## config.mk

```make
export PLATFORM = sky130hd
export DESIGN_NAME = uart_tx
export DESIGN_NICKNAME = d
export VERILOG_FILES = /design/src/rtl/uart_tx_pkg.sv /design/src/rtl/uart_tx_fifo.sv /design/src/rtl/uart_tx.sv
export SDC_FILE = /design/constraint.sdc
export NUM_CORES = 1
export LEC_CHECK = 0
export ABC_AREA = 0
export BUFFER_PORTS_ARGS = -buffer_cell sky130_fd_sc_hd__buf_4
export CAP_MARGIN = 5
export CORE_ASPECT_RATIO = 0.9
export CORE_MARGIN = 10
export CORE_UTILIZATION = 54
export DETAILED_ROUTE_END_ITERATION = 16
export PLACE_DENSITY = 0.75
export REMOVE_ABC_BUFFERS = 1
export SYNTH_ARGS = -nofsm -noshare
export SYNTH_HDL_FRONTEND = slang
export SYNTH_SLANG_ARGS = --single-unit
```

## constraint.sdc

```tcl
create_clock -name CLK -period 1.87 [get_ports CLK]
set_input_delay 0.561 -clock CLK [delete_from_list [all_inputs] [get_ports CLK]]
set_output_delay 0.561 -clock CLK [all_outputs]
set_load 0.01 [all_outputs]
```

## src/rtl/uart_tx_pkg.sv

```systemverilog
// Shared UART definitions: FSM state encoding, frame constants and bit-period helper.
// Intended for reuse by the receive side as well.
package uart_tx_pkg;

  typedef enum logic [1:0] {
    IDLE  = 2'd0,
    START = 2'd1,
    DATA  = 2'd2,
    STOP  = 2'd3
  } uart_state_e;

  localparam int DATA_BITS = 8;
  localparam int STOP_BITS = 1;

  function automatic int clks_per_bit(input int clk_freq_hz, input int baud);
    return clk_freq_hz / baud;
  endfunction

endpackage

```

## src/rtl/uart_tx_fifo.sv

```systemverilog
// Synchronous FIFO; pointers carry one extra wrap bit so full and empty are distinguishable.
// Push when full and pop when empty are ignored.
module uart_tx_fifo #(
  parameter int WIDTH = 8,
  parameter int DEPTH = 4
) (
  input  logic                   CLK,
  input  logic                   RESET,
  input  logic                   push,
  input  logic                   pop,
  input  logic [WIDTH-1:0]       din,
  output logic [WIDTH-1:0]       dout,
  output logic                   full,
  output logic                   empty,
  output logic [$clog2(DEPTH):0] count
);

  localparam int AW = $clog2(DEPTH);

  if (DEPTH < 2 || (1 << AW) != DEPTH) begin : g_bad_depth
    $error("uart_tx_fifo: DEPTH must be a power of two and at least 2");
  end

  logic [WIDTH-1:0] mem [DEPTH];
  logic [AW:0]      wr_ptr;
  logic [AW:0]      rd_ptr;
  logic             do_push;
  logic             do_pop;

  assign full    = (wr_ptr[AW] != rd_ptr[AW]) && (wr_ptr[AW-1:0] == rd_ptr[AW-1:0]);
  assign empty   = (wr_ptr == rd_ptr);
  assign count   = wr_ptr - rd_ptr;
  assign dout    = mem[rd_ptr[AW-1:0]];
  assign do_push = push && !full;
  assign do_pop  = pop && !empty;

  always_ff @(posedge CLK) begin
    if (RESET) begin
      wr_ptr <= '0;
      rd_ptr <= '0;
    end else begin
      if (do_push) wr_ptr <= wr_ptr + (AW+1)'(1);
      if (do_pop)  rd_ptr <= rd_ptr + (AW+1)'(1);
    end
  end

  always_ff @(posedge CLK) begin
    if (do_push) mem[wr_ptr[AW-1:0]] <= din;
  end

endmodule

```

## src/rtl/uart_tx.sv

```systemverilog
// Buffered 8N1 UART transmitter: valid/ready byte FIFO feeding a bit-timing FSM and shifter.
//   state | meaning
//   IDLE  | line high, waiting for the FIFO to hold a byte
//   START | start bit (low) on the line
//   DATA  | data bits, LSB first, one per bit period
//   STOP  | stop bit (high); chains straight into the next START if a byte is queued
module uart_tx
  import uart_tx_pkg::*;
#(
  parameter int CLK_FREQ_HZ = 12000000,
  parameter int BAUD        = 115200,
  parameter int FIFO_DEPTH  = 4
) (
  input  logic                        CLK,
  input  logic                        RESET,
  input  logic [7:0]                  data_in,
  input  logic                        valid,
  output logic                        ready,
  output logic                        TXD,
  output logic                        busy,
  output logic [$clog2(FIFO_DEPTH):0] fifo_count
);

  localparam int CLKS_PER_BIT = clks_per_bit(CLK_FREQ_HZ, BAUD);
  localparam int DIV_W        = (CLKS_PER_BIT > 1) ? $clog2(CLKS_PER_BIT) : 1;
  localparam int IDX_W        = $clog2(DATA_BITS);
  localparam logic [DIV_W-1:0] DIV_LAST = DIV_W'(CLKS_PER_BIT - 1);
  localparam logic [IDX_W-1:0] BIT_LAST = IDX_W'(DATA_BITS - 1);

  if (CLKS_PER_BIT < 2) begin : g_bad_baud
    $error("uart_tx: CLK_FREQ_HZ/BAUD must be at least 2");
  end
  if (STOP_BITS != 1) begin : g_bad_stop
    $error("uart_tx: only one stop bit is supported");
  end

  uart_state_e      state_q, state_d;
  logic [DIV_W-1:0] div_q, div_d;
  logic [IDX_W-1:0] bit_idx_q, bit_idx_d;
  logic [7:0]       sh_q, sh_d;
  logic             txd_q, txd_d;
  logic             pop;
  logic             push;
  logic             bit_done;
  logic [7:0]       fifo_dout;
  logic             fifo_full;
  logic             fifo_empty;

  assign ready    = !fifo_full && !RESET;
  assign push     = valid && ready;
  assign bit_done = (div_q == DIV_LAST);
  assign TXD      = txd_q;
  assign busy     = (state_q != IDLE) || (fifo_count != '0);

  uart_tx_fifo #(
    .WIDTH (8),
    .DEPTH (FIFO_DEPTH)
  ) u_fifo (
    .CLK   (CLK),
    .RESET (RESET),
    .push  (push),
    .pop   (pop),
    .din   (data_in),
    .dout  (fifo_dout),
    .full  (fifo_full),
    .empty (fifo_empty),
    .count (fifo_count)
  );

  always_ff @(posedge CLK) begin
    if (RESET) begin
      state_q   <= IDLE;
      div_q     <= '0;
      bit_idx_q <= '0;
      sh_q      <= '0;
      txd_q     <= 1'b1;
    end else begin
      state_q   <= state_d;
      div_q     <= div_d;
      bit_idx_q <= bit_idx_d;
      sh_q      <= sh_d;
      txd_q     <= txd_d;
    end
  end

  always_comb begin
    state_d   = state_q;
    div_d     = bit_done ? '0 : div_q + DIV_W'(1);
    bit_idx_d = bit_idx_q;
    sh_d      = sh_q;
    txd_d     = txd_q;
    pop       = 1'b0;
    case (state_q)
      IDLE: begin
        txd_d = 1'b1;
        div_d = '0;
        if (!fifo_empty) begin
          pop     = 1'b1;
          sh_d    = fifo_dout;
          txd_d   = 1'b0;
          state_d = START;
        end
      end
      START: begin
        if (bit_done) begin
          txd_d     = sh_q[0];
          bit_idx_d = '0;
          state_d   = DATA;
        end
      end
      DATA: begin
        if (bit_done) begin
          if (bit_idx_q == BIT_LAST) begin
            txd_d   = 1'b1;
            state_d = STOP;
          end else begin
            sh_d      = {1'b0, sh_q[7:1]};
            txd_d     = sh_q[1];
            bit_idx_d = bit_idx_q + IDX_W'(1);
          end
        end
      end
      STOP: begin
        // Chaining here rather than via IDLE keeps back-to-back frames gap-free.
        if (bit_done) begin
          if (!fifo_empty) begin
            pop     = 1'b1;
            sh_d    = fifo_dout;
            txd_d   = 1'b0;
            state_d = START;
          end else begin
            state_d = IDLE;
          end
        end
      end
      default: state_d = IDLE;
    endcase
  end

endmodule

```

## Yosys cells after proc, flatten, opt, wreduce, memory -nomap -nowiden

Memory sizes are Yosys's and may differ from the RTL's. A register that Yosys moved wholly into a read port is not among the register bits.
Index checks and enable logic that the tools add are counted.

- Add/sub/neg operators: 5
- Eq/ne operators: 15
- Muxes and demuxes: 30
- Reductions and logical operators: 19

Operators with widths:

| kind | number |
|---|---|
| 8-bit two-way mux | 4 |
| 8-bit one-hot mux with 3 select lines | 1 |
| 2-bit two-way mux | 7 |
| 2-bit != test, second input constant | 7 |
| 4-bit AND reduction | 3 |
| 1-bit two-way mux | 11 |
| 3-bit by 1-bit adder with 3-bit output, second input constant | 3 |
| 3-bit two-way mux | 3 |
| 2-bit one-hot mux with 4 select lines | 1 |
| 7-bit by 1-bit adder with 7-bit output, second input constant | 1 |
| 7-bit equality test, second input constant | 1 |
| 3-bit one-hot mux with 2 select lines | 1 |
| 3-bit nonzero test | 2 |
| 1-bit logical AND | 5 |
| 5-bit AND reduction | 1 |
| 2-bit equality test, second input constant | 2 |
| 1-bit one-hot mux with 4 select lines | 1 |
| 2-bit nonzero test | 2 |
| 3-bit equality test | 1 |
| 3-bit equality test, second input constant | 1 |
| 1-bit logical NOT | 3 |
| 3-bit OR reduction | 1 |
| 3-bit subtractor | 1 |
| 2-bit by 1-bit equality test with 1-bit output, second input constant | 1 |
| 5 further kinds | 5 |

- Flip-flop bits (word level): 27
- Memory bits (writable): 32
- Bits of input ports: 11
- Output and inout port bits: 6
- Word-level logic and storage cells: 77
- Memories kept: 1

Memories:

| name | words | width | read ports | clocked after Yosys merged registers in | write ports | line | source |
|---|---|---|---|---|---|---|---|
| u_fifo.mem | 4 | 8 | 1 | 1 | 1 | uart_tx_fifo.sv:24 | `logic [WIDTH-1:0] mem [DEPTH];` |

## Logic depth before layout (Yosys ltp)

Gate-level depths: netlist (run 1).

- Word-level depth: 8
- Mapped depth: 7

## Modules after synthesis

Synthesis (run 1) repeated with hierarchy kept, for this count alone.

- Cells, all modules: 239
- Area, all modules: 2904.0 sq um

Modules (own cells, without submodules):

| module | times used | cells an instance | area an instance (sq um) |
|---|---|---|---|
| uart_tx_fifo | 1 | 109 | 1742.9 |
| uart_tx | 1 | 130 | 1161.1 |

## Worst setup path before layout (run 1)

No wires, ideal clock.

- Kind: reg2out
- From: reg u_fifo.wr_ptr[0]
- To: out busy
- Arrival: 1471 ps
- Data required time: 1309 ps
- Setup slack: -162 ps
- Stages on the path, launching flop included: 6
- Cells stage by stage: dfxtp_1 inv_1 ha_1 fa_1 xor2_1 nand4b_1

- Word-level cells in the longest chain between the ends: 3

Ends and longest elaborated chain:

| what | line | source |
|---|---|---|
| start: declaration | uart_tx_fifo.sv:25 | `logic [AW:0] wr_ptr;` |
| start signal: assignment | uart_tx_fifo.sv:42 | `if (do_push) wr_ptr <= wr_ptr + (AW+1)'(1);` |
| 3-bit subtractor | uart_tx_fifo.sv:32 | `assign count = wr_ptr - rd_ptr;` |
| named net fifo_count[2] | uart_tx.sv:21 | `output logic [$clog2(FIFO_DEPTH):0] fifo_count` |
| 3-bit nonzero test | uart_tx.sv:53 | `assign busy = (state_q != IDLE) \|\| (fifo_count != '0);` |
| 1-bit logical OR | uart_tx.sv:53 |  |
| end: declaration | uart_tx.sv:20 | `output logic busy,` |

The timed path passes the listed nets, and every way through them passes these cells.

## Worst setup path in the final report (run 1)

- From: reg u_fifo.wr_ptr[0]
- To: out busy

- Word-level cells in the longest chain between the ends: 3

Ends and longest elaborated chain:

| what | line |
|---|---|
| 3-bit subtractor | uart_tx_fifo.sv:32 |
| 3-bit nonzero test | uart_tx.sv:53 |
| 1-bit logical OR | uart_tx.sv:53 |

Every way passes these cells.

==> results.py, run 1 <==
metrics = {
    "clocking": {
        "clkLatencyLatePin_ns": 0.34,
        "postCtsHoldBufs": 0,
        "root_buffer": "clkbuf_8",
        "cts_sinks": 61,
        "cts_buffers": 9,
        "clkTransAtPathRegs_ns": 0.08,
        "tritoncts": "done",
        "htree_levels": 3,
        "cts_buffer_depth": 2,
    },
    "power_and_ir_drop": {
        "swShare_pct": 33.4,
        "p_int_mw": 3.14,
        "power_density_nw_per_um2": 1260,
        "p_leak_nw": 1.46,
        "clockPowerShare_pct": 23.6,
        "seqPwrFrac_pct": 35.3,
        "combPwrFrac_pct": 41.1,
        "peakVddDrop_uv": 833,
        "switchingPower_mw": 1.57,
    },
    "sta": {
        "worst_clock_skew_ns": 0.00835,
        "slew_headroom_pct": 72.5,
        "fmax_mhz": 442,
        "tightest_slew_ns": 0.411,
        "fin_ws_ns": -0.391,
        "slew_viol_final": 0,
        "final_hold_viol_count": 0,
        "fin_tns_setup_ns": -1.06,
        "fin_crit_ns": 2.26,
        "setup_viol": 4,
        "fin_crit_sh_pct": 121,
        "rsz0062_at_grt": "true",
    },
    "floorplanning": {
        "die_w_um": 98.5,
        "start_util_pct": 56.3,
        "dieArea_um2": 8920,
        "core_um2": 5320,
        "die_h_um": 90.6,
        "ios": 17,
        "rows": 25,
    },
    "setup_path": {
        "cp_num_buf_inv": 2,
        "r2r_setup_slack_ns": 0,
        "endpoint_kind": "output port",
        "crit_chain": "inv_2 > ha_4 > fa_2 > xor2_2 > nand4b_1 > buf_4",
        "crit_slowest_cell": "fa_2",
        "setup.worst_path.class": "flop to output port",
        "cp-start-kind": "flop",
        "required_ns": 1.31,
        "path_max_fanout": 2,
        "path_delay_family": "adder cells",
        "critPathArrivalTime_ns": 1.70,
        "slowest_delay_ns": 0.35,
    },
    "grt": {
        "overflow": 0,
        "grt_pass1_wl_mm": 9.69,
        "grt_pass1_vias": 2015,
        "grt_max_degree": 18,
        "grt_antenna_before_repair": 0,
        "track_usage_pct": 13.5,
    },
    "placed_design": {
        "gp_congestion": 0.863,
        "post-place-ws_ns": -0.134,
        "post-dp-hpwl_mm": 3.98,
        "portBuffers": 16,
    },
    "routing": {
        "ant_nets": 0,
        "dr_total_vias": 1947,
        "routed_wl_mm": 5.64,
        "dr.pass1.iters": 4,
        "drt-wirelength-per-cell_um": 15.4,
        "drt_iter0_drc": 89,
        "route.detailed.drc": 0,
        "vias_per_cell": 5.33,
    },
    "logic_synthesis": {
        "ys_ff_latch": 61,
        "syn_area_um2": 2990,
        "syn_inst": 237,
        "synth_cell_types": 53,
        "synth_top_area_cell": "edfxtp_1",
        "synth.avg_cell_area_um2": 12.6,
        "synth_edf_count": 32,
        "synthArstFlopShare_pct": 0,
        "synth_top_cell_area_share_pct": 32.1,
        "yosysWarningCount": 0,
        "synth_area_leaders": "edfxtp_1 (32%), dfxtp_1 (19%), ha_1 (6.3%)",
        "yosysSeqAreaShare_pct": 51.5,
        "synth_ff_type": "edfxtp_1",
    },
    "outcome": {
        "violations": "setup timing",
        "status": "finished, violations left",
    },
    "worst_hold_path": {
        "worstHoldPathType": "input pin to flop",
    },
    "final_layout": {
        "layout_common_cells": "buf_4 (46), edfxtp_1 (32), dfxtp_1 (27), nor2_1 (21), nand2_1 (12)",
        "area_growth_pct": 25.3,
        "layout_commonest_cell": "buf_4",
        "drive_above_1_share_pct": 40.3,
        "diodes": 0,
        "nNetsFinal": 320,
    },
    "flow_run": {
        "drv_cap": 0,
    },
}
==> through the flow <==
| step | hold WS, ns | total power, mW | cell area [µm²] | util (%) | std cells |
|---|---|---|---|---|---|
| 2_1_floorplan | 0.418 | 2.80 | 2930 | - | 228 |
| 3_3_place_gp | 0.435 | 3.46 | 3440 | 64.8 | 345 |
| 3_5_place_dp | 0.439 | 3.50 | 3440 | 64.8 | 345 |
| 4_1_cts | 0.399 | 4.68 | 3680 | 69.3 | 363 |
| 5_1_grt | 0.400 | 4.99 | 3750 | 70.5 | 365 |
| 6_report | 0.413 | 4.71 | 3750 | 70.5 | 365 |
==> state kept, by name, summed over array words and instances (netlist names), named ones only <==
signal / flops
TXD: 1
state_q: 2
u_fifo.mem: 32
sh_q: 8
div_q: 7
u_fifo.rd_ptr: 3
u_fifo.wr_ptr: 3
bit_idx_q: 3
==> repair_timing <==
action                                 CTS  global route
endpoints found under the hold margin    0             0
pin swaps                                2             5
gates resized for setup                 11            12
buffers inserted                         2             2
setup endpoints to repair               34            48
==> power by group through the flow <==
stage | combinational (mW) | sequential (mW) | clock (mW)
floorplan | 1.11 | 1.70 | 0
global placement | 1.78 | 1.68 | 0
detailed placement | 1.81 | 1.68 | 0
CTS | 1.87 | 1.67 | 1.14
global route | 2.11 | 1.68 | 1.20
finish | 1.94 | 1.67 | 1.11
==> metal layers <==
layer  vias up  part of all wire (%)  track usage (%)
met5         -                     0                0
met4         0                   2.1             6.68
met3        10                   4.4             4.36
met2        35                    50             22.4
met1       924                    43             15.1
li1        978                     -                -
==> final cells by class <==
type	instances	area, µm²
multi-input cells	153	1410
inverters	14	52.6
fillers	353	1570
clock inverters	7	65.1
repair buffers	54	470
well taps	67	83.8
flip-flops and latches	61	1540
clock buffers	9	124
==> worst register-to-register path, cell delays in order, from the launching register on <==
cell and delay, ns:
dfxtp_1 0.33, buf_4 0.15, ha_4 0.22, buf_4 0.14
a311oi_4 0.37, and2_1 0.21, buf_4 0.16
==> Yosys cell counts, types with 4 or more instances <==
| cell | count |
|---|---|
| nand3_1 | 5 |
| edfxtp_1 | 32 |
| nand2_1 | 12 |
| mux2_4 | 7 |
| dfxtp_1 | 29 |
| a21oi_1 | 4 |
| and2b_2 | 6 |
| nor3_1 | 6 |
| inv_1 | 14 |
| mux4_2 | 8 |
| xnor2_1 | 4 |
| and2_1 | 5 |
| ha_1 | 15 |
| o21ai_0 | 6 |
| mux2i_1 | 11 |
| nor2_1 | 22 |
==> final timing paths <==
path,from,end,cells after the start
worst min register to register,div_q[0],div_q[0],1
worst min-delay path,data_in[4],u_fifo.mem[3][4],1
worst max-delay path,u_fifo.wr_ptr[0],busy,6
worst max register to register,u_fifo.wr_ptr[1],u_fifo.mem[3][0],6
==> kinds of logic after synthesis <==
logic type                 synth area share, %
DFF                                       51.5
muxes                                     14.0
adders and majority gates                 6.94
xor gates and xnor gates                  2.59
AOI/OAI and AO/OA                         7.36
buffers and inverters                     3.72
and+or+nand+nor                           13.9
Note: power is estimated with default switching activity, not from simulation.
==> run 2, diff against run 1 <==
--- a/config.mk
+++ b/config.mk
@@ -8,7 +8,6 @@
 export ABC_AREA = 0
 export BUFFER_PORTS_ARGS = -buffer_cell sky130_fd_sc_hd__buf_4
 export CAP_MARGIN = 5
-export CORE_ASPECT_RATIO = 0.9
 export CORE_MARGIN = 10
 export CORE_UTILIZATION = 54
 export DETAILED_ROUTE_END_ITERATION = 16
==> results.py, run 2 (synthesized netlist as in run 1, its figures left out) <==
metrics = {
    "final_layout": {
        "stdcell_area_um2": 3750,
        "nFillCells": 357,
        "drive_above_1_share_pct": 40.5,
        "nNetsFinal": 323,
        "diodes": 0,
        "layout_commonest_cell": "buf_4",
        "largest_register_ffs": 32,
        "register_area_um2": 1550,
        "layout_common_cells": "buf_4 (52), edfxtp_1 (32), dfxtp_1 (25), nor2_1 (21)",
        "multi_input_area_um2": 1410,
        "fin_util_pct": 68.9,
        "area_growth_pct": 25.3,
    },
    "sta": {
        "worst_clock_skew_ns": 0.00888,
        "slew_headroom_pct": 68.0,
        "rsz0062_at_grt": "true",
        "fin_crit_sh_pct": 121,
        "setup_viol": 4,
        "tightest_slew_ns": 0.474,
        "fin_tns_setup_ns": -1.10,
        "slew_viol_final": 0,
        "final_hold_viol_count": 0,
        "fin_crit_ns": 2.27,
        "fin_ws_ns": -0.395,
        "fmax_mhz": 441,
    },
    "clocking": {
        "cts_buffers": 9,
        "clkTransAtPathRegs_ns": 0.08,
        "cts_buffer_depth": 2,
        "tritoncts": "done",
        "htree_levels": 3,
        "postCtsHoldBufs": 0,
        "root_buffer": "clkbuf_8",
        "clkLatencyLatePin_ns": 0.35,
        "cts_sinks": 61,
    },
    "setup_path": {
        "crit_chain": "inv_2 > ha_4 > fa_2 > xor2_2 > nand4b_1 > buf_4",
        "endpoint_kind": "output port",
        "path_delay_family": "adder cells",
        "r2r_setup_slack_ns": 0.06,
        "crit_slowest_cell": "fa_2",
        "critPathArrivalTime_ns": 1.70,
        "path_max_fanout": 2,
        "setup.worst_path.class": "flop to output port",
        "rr_endpoint": "sh_q[6]",
        "cp_num_buf_inv": 2,
        "reg2reg_depth": 7,
        "r2r_start": "u_fifo.wr_ptr[1]",
        "cp-start-kind": "flop",
        "cp_num_cells": 6,
        "required_ns": 1.31,
        "slowest_delay_ns": 0.35,
    },
    "power_and_ir_drop": {
        "power_density_nw_per_um2": 1240,
        "p_leak_nw": 1.48,
        "peakVddDrop_uv": 749,
        "power_mw": 4.67,
    },
    "floorplanning": {
        "start_util_pct": 55.0,
        "ios": 17,
        "dieArea_um2": 8920,
        "die_h_um": 94.4,
        "die_w_um": 94.4,
        "core_um2": 5440,
        "rows": 27,
    },
    "routing": {
        "vias_per_cell": 5.35,
        "dr.pass1.iters": 4,
        "ant_nets": 0,
        "routed_wl_mm": 5.86,
        "drt_iter0_drc": 88,
        "route.detailed.drc": 0,
        "drt-wirelength-per-cell_um": 15.7,
        "dr_total_vias": 1997,
    },
    "grt": {
        "track_usage_pct": 14.2,
        "overflow": 0,
        "grt_antenna_before_repair": 0,
        "grt_max_degree": 18,
        "grt_pass1_vias": 2090,
        "grt_pass1_wl_mm": 9.92,
    },
    "placed_design": {
        "gp_congestion": 0.818,
        "portBuffers": 16,
        "post-dp-hpwl_mm": 4.11,
        "post-place-ws_ns": -0.147,
        "dpl_cell_area_um2": 3430,
    },
    "flow_run": {
        "drv_cap": 0,
    },
    "worst_hold_path": {
        "hp-start": "data_in[5]",
        "hold-path-endpoint": "u_fifo.mem[1][5]",
        "worstHoldPathType": "input pin to flop",
        "hold_path_depth": 1,
    },
    "outcome": {
        "violations": "setup timing",
        "status": "finished, violations left",
    },
}
==> run 2: final cells by class <==
cell class                      instances  area share, %
Tap cell                               72           2.40
Timing Repair Buffer                   57           12.1
Sequential cell                        61           41.3
Clock inverter                          7           1.74
Clock buffer                            9           3.30
Inverter                               14           1.40
Multi-Input combinational cell        153           37.7
==> run 2: timing repair <==
action | 4_1_cts | 5_1_grt
pin swaps | 2 | 3
setup buffers | 1 | 4
hold endpoints to repair | 0 | 0
setup endpoints to repair | 45 | 41
resized for setup | 13 | 10
==> run 2: stage by stage <==
step / hold WS (ns) / instances
global placement: 0.430 / 353
CTS: 0.390 / 369
floorplan: 0.418 / 228
finish: 0.409 / 373
global route: 0.394 / 373
detailed placement: 0.439 / 353
==> run 2: worst register-to-register path, cell delays in order (launching register included) <==
cell,delay (ns)
dfxtp_1,0.32
buf_4,0.15
ha_4,0.27
nand2_1,0.08
or2_4,0.25
a31oi_4,0.19
buf_12,0.15
mux2_4,0.29
==> run 2: worst max-delay path by stage <==
stage | startpoint | endpoint | slack, ns
5_1_grt | u_fifo.wr_ptr[0] | busy | -0.46
4_1_cts | u_fifo.wr_ptr[0] | busy | -0.47
3_3_place_gp | u_fifo.wr_ptr[0] | busy | -0.11
2_1_floorplan | u_fifo.wr_ptr[0] | busy | -0.16
3_5_place_dp | u_fifo.wr_ptr[0] | busy | -0.15
6_report | u_fifo.wr_ptr[0] | busy | -0.40
==> run 2: per-layer routing <==
layer  GRT usage, %  wire (µm)
met5              0          0
met4           6.84        105
met3           4.36        195
met2           23.1       2970
met1           16.7       2600
==> run 2: where the power goes <==
group	switching, mW	leakage, nW	total, mW	internal, mW
clock	0.604	0.0947	1.12	0.514
combinational	0.887	0.852	1.89	1.01
sequential	0.0950	0.529	1.66	1.56
